<file path="src/rtl/regfile_scoreboard.sv">
// Decode-stage register file with two combinational read ports, one write-back port,
// optional zero register / write bypass, and a per-register busy scoreboard with population count.
module regfile_scoreboard #(
    parameter int DATA_WIDTH = 32,
    parameter int ADDR_WIDTH = 5,
    parameter int ZERO_REG   = 1,
    parameter int BYPASS     = 1
) (
    input  logic                  clock,
    input  logic                  ctrl_reset,
    input  logic                  ctrl_writeEnable,
    input  logic [ADDR_WIDTH-1:0] ctrl_writeReg,
    input  logic [DATA_WIDTH-1:0] data_writeReg,
    input  logic [ADDR_WIDTH-1:0] ctrl_readRegA,
    input  logic [ADDR_WIDTH-1:0] ctrl_readRegB,
    output logic [DATA_WIDTH-1:0] data_readRegA,
    output logic [DATA_WIDTH-1:0] data_readRegB,
    input  logic                  ctrl_reserveEnable,
    input  logic [ADDR_WIDTH-1:0] ctrl_reserveReg,
    output logic                  busy_readRegA,
    output logic                  busy_readRegB,
    output logic [ADDR_WIDTH:0]   busy_count
);
    localparam int DEPTH = 1 << ADDR_WIDTH;
    localparam int CW    = ADDR_WIDTH + 1;

    logic [DATA_WIDTH-1:0] regs_q [DEPTH];
    logic [DEPTH-1:0]      busy_q, busy_d;
    logic [CW-1:0]         count_q, count_d;
    logic                  wr_en, rsv_en, inc, dec;

    // Accesses to a hardwired register 0 are dropped before they reach any state.
    assign wr_en  = ctrl_writeEnable   && !((ZERO_REG != 0) && (ctrl_writeReg   == '0));
    assign rsv_en = ctrl_reserveEnable && !((ZERO_REG != 0) && (ctrl_reserveReg == '0));

    always_comb begin
        busy_d = busy_q;
        if (wr_en)  busy_d[ctrl_writeReg]   = 1'b0;
        if (rsv_en) busy_d[ctrl_reserveReg] = 1'b1;
        inc = rsv_en && !busy_q[ctrl_reserveReg];
        // A reserve of the same register keeps it busy, so the write does not retire it.
        dec = wr_en && busy_q[ctrl_writeReg] && !(rsv_en && (ctrl_reserveReg == ctrl_writeReg));
        count_d = count_q + CW'(inc) - CW'(dec);
    end

    always_ff @(posedge clock) begin
        if (ctrl_reset) begin
            for (int i = 0; i < DEPTH; i++) regs_q[i] <= '0;
            busy_q  <= '0;
            count_q <= '0;
        end else begin
            if (wr_en) regs_q[ctrl_writeReg] <= data_writeReg;
            busy_q  <= busy_d;
            count_q <= count_d;
        end
    end

    always_comb begin
        data_readRegA = regs_q[ctrl_readRegA];
        busy_readRegA = busy_q[ctrl_readRegA];
        data_readRegB = regs_q[ctrl_readRegB];
        busy_readRegB = busy_q[ctrl_readRegB];
        if ((BYPASS != 0) && wr_en && (ctrl_readRegA == ctrl_writeReg)) begin
            data_readRegA = data_writeReg;
            busy_readRegA = rsv_en && (ctrl_reserveReg == ctrl_writeReg);
        end
        if ((BYPASS != 0) && wr_en && (ctrl_readRegB == ctrl_writeReg)) begin
            data_readRegB = data_writeReg;
            busy_readRegB = rsv_en && (ctrl_reserveReg == ctrl_writeReg);
        end
        if ((ZERO_REG != 0) && (ctrl_readRegA == '0)) begin
            data_readRegA = '0;
            busy_readRegA = 1'b0;
        end
        if ((ZERO_REG != 0) && (ctrl_readRegB == '0)) begin
            data_readRegB = '0;
            busy_readRegB = 1'b0;
        end
    end

    assign busy_count = count_q;
endmodule

</file>
<file path="config.mk">
export PLATFORM = sky130hd
export DESIGN_NAME = regfile_scoreboard
export DESIGN_NICKNAME = d
export VERILOG_FILES = /design/src/rtl/regfile_scoreboard.sv
export SDC_FILE = /design/constraint.sdc
export NUM_CORES = 2
export LEC_CHECK = 0
export BUFFER_PORTS_ARGS = -buffer_cell sky130_fd_sc_hd__buf_2
export CAP_MARGIN = 30
export CELL_PAD_IN_SITES_DETAIL_PLACEMENT = 0
export CELL_PAD_IN_SITES_GLOBAL_PLACEMENT = 1
export CORE_ASPECT_RATIO = 1.25
export CORE_MARGIN = 2
export CORE_UTILIZATION = 43
export DETAILED_ROUTE_END_ITERATION = 10
export PLACE_DENSITY_LB_ADDON = 0.1
export REMOVE_ABC_BUFFERS = 1
export SKIP_LAST_GASP = 1
export SLEW_MARGIN = 20
export SYNTH_ARGS = -nofsm -noshare
export SYNTH_HDL_FRONTEND = slang
export SYNTH_SLANG_ARGS = --single-unit
export TNS_END_PERCENT = 100
</file>
<file path="constraint.sdc">
create_clock -name clock -period 6.8 [get_ports clock]
set_clock_uncertainty 0.2 [all_clocks]
set_input_delay 1.02 -clock clock [delete_from_list [all_inputs] [get_ports clock]]
set_output_delay 1.02 -clock clock [all_outputs]
set_load 0.01 [all_outputs]
</file>
==> flow_summary.toml <==
[timing]
tns_ns = 0
fmaxAchievable_mhz = 168
finalSetupViolCount = 0
slew_violations = 0
fin_crit_sh_pct = 87.5
worstMarginPinSlew_ns = 1.07
relSlewSlack_pct = 28.5
min_period_ns = 5.95
rsz0062_at_grt = "no"
hold_violations = 0

[detailed_routing]
wl_per_cell_um = 36.9
route.vias.total = 38800
dr.pass1.iters = 5
wl_mm = 223
drc_errors = 0
viasPerCell = 6.42
antenna_left = 0
drt_iter0_drc = 4965

[logic_synthesis]
synth_edf_count = 1024
synth.yosys.seq_area_share_pct = 53.7
synth.avg_cell_area_um2 = 14.0
synth_ff_type = "edfxtp_1"
synth_seq_cells = 1062
synth_most_common_cell = "edfxtp_1"
synth.distinct_cells = 67
syn_inst = 4188
syn_area_um2 = 58700
async_flop_share_pct = 0
ys_top_cells_by_count = "edfxtp_1 (1,024), and2_1 (1,007), mux4_2 (396), mux2i_1 (392), clkbuf_1 (293)"
netlist_top_cells_area = "edfxtp_1 (52%), mux4_2 (15%), and2_1 (11%)"
yosys_warnings = 0
synth_top_area_cell = "edfxtp_1"
synth.top_cell.area_share_pct = 52.4

[floorplan]
die_area_um2 = 139000
core_um2 = 135000
die_h_um = 417
initial_utilization_pct = 43.3
die_x_um = 334
ioPinCount = 128
fp-row-count = 151

[global_route]
grt_pass1_vias = 38700
overflow = 0
grt_use_met3_pct = 5.16
met1_usage_pct = 43.4
antenna_found_initial = 20
grt.total_usage_pct = 31.9
grt_max_degree = 76
top_usage_layer = "met2"
grtUsageMet2_pct = 52.2
grt_pass1_wl_mm = 310

[layout]
multi_input_area_um2 = 25300
fillers = 11700
syn_to_final_growth_pct = 11.1
register_area_um2 = 31500
final_nets = 4251
drive_gt1_share_pct = 22.3

[setup_path]
start_kind = "input pin"
cp_slowest_stage_delay_ns = 0.77
path_cells = "clkbuf_8, buf_4, nor3_4, buf_4, a22o_1, a2111oi_0, buf_4, nor3_1, nor3_1, buf_2"
crit_type = "in -> out"
cpMostUsedCell = "buf_4"
cp_top_family = "buffers and inverters"
endpoint_kind = "output pin"
crit_buf_inv = 5
cp.arrival_ns = 4.73
worstPathRequired_ns = 5.58
cp_slowest_cell = "nor3_1"
cp_max_fo = 33

[cts]
clock_latency_ns = 0.74
path_clk_slew_ns = 0.06
cts_hold_buf = 0
cts_max_level = 3
cts_tree = "built"
root_buffer = "clkbuf_16"
cts_sinks = 1062
cts_buffer_depth = 3
cts_made_buffers = 115
post-cts-setup-buffer-count = 0
cts.repair.resized = 0

[min_path]
hp-class = "reg -> reg"

[pwr]
p_per_area_nw_per_um2 = 251
power_uw = 16400
ir_drop_v = 0.000182
p_leak_uw = 0.0233

[flow_run]
maxCapViolations = 0

[placed_design]
port-buffer-count = 127
hpwl_mm = 134
gp_congestion = 0.866

[run_status]
status = "complete, no violations"
==> report_power, final <==
part / switching (uW) / internal (uW) / total (uW)
sequential: 188 / 7540 / 7730
combinational: 1380 / 854 / 2240
clock: 2740 / 3680 / 6420
total: 4310 / 12100 / 16400
==> cells in the final DEF, fill, tap and decap left out, types with 65 or more instances in the layout <==
cell       synthesis  routed
a221o_1           65      65
and2_1          1007    1005
buf_2             63     118
buf_4             53     150
clkbuf_16          0     118
edfxtp_1        1024    1024
mux2i_1          392     392
mux4_2           396     396
nor2_1           111      79
o21ai_0           68      68
==> tightest hold or removal path, stage by stage, from the launching register on <==
cell and delay (ns):
dfxtp_1 0.34, inv_1 0.06, o22ai_1 0.07
==> final cells by class <==
cell class	count	share of cell area, %
tap	1759	3.38
clock buffer	144	4.73
sequential	1062	48.3
multi-input combinational	2657	38.8
inverter	57	0.336
timing repair buffer	295	3.40
antenna	2	0.00768
clock inverter	67	1.05
==> routing by layer <==
| metal | vias up | share of wire [%] |
|---|---|---|
| met4 | 4 | 3.4 |
| met5 | - | 0.012 |
| met1 | 20500 | 40 |
| met3 | 366 | 8.3 |
| li1 | 16000 | - |
| met2 | 1944 | 48 |
==> path summary, 6_finish.rpt <==
path | start | to | slack, ns | cells past startpoint
max reg2reg | busy_q[27] | busy_count[4] | 3.18 | 13
max | ctrl_readRegB[1] | data_readRegB[16] | 0.85 | 10
min | busy_q[15] | busy_q[15] | 0.31 | 2
min reg2reg | busy_q[15] | busy_q[15] | 0.31 | 2
==> cells by family (layout without fill, tap and decap cells) <==
family          Yosys count  count (layout)  share of synthesized area [%]
compound gates          481             481                           6.20
xor+xnor                 20              20                          0.298
fa+ha+maj                 7               7                          0.162
buf+inv                 500             563                           4.05
flops                  1062            1062                           53.7
mux                     795             795                           22.1
other cells               1              34                        0.00639
simple gates           1322            1322                           13.5
==> per-stage QoR <==
step | hold WS, ns | std cells | utilization (%) | area (um^2) | setup slack [ns]
floorplan | 0.259 | 3776 | - | 56600 | 1.90
global placement | 0.298 | 5826 | 45.3 | 61300 | 1.06
detailed placement | 0.302 | 5830 | 45.3 | 61400 | 1.12
CTS | 0.311 | 6041 | 48.1 | 65200 | 1.10
global route | 0.336 | 6042 | 48.1 | 65200 | 0.961
finish | 0.314 | 6043 | 48.1 | 65200 | 0.853
==> registers in the layout (all words and copies together), names as in the netlist <==
register,cells
busy_count,6
busy_q,32
regs_q,1024
Note: power is estimated with default switching activity, not from simulation.
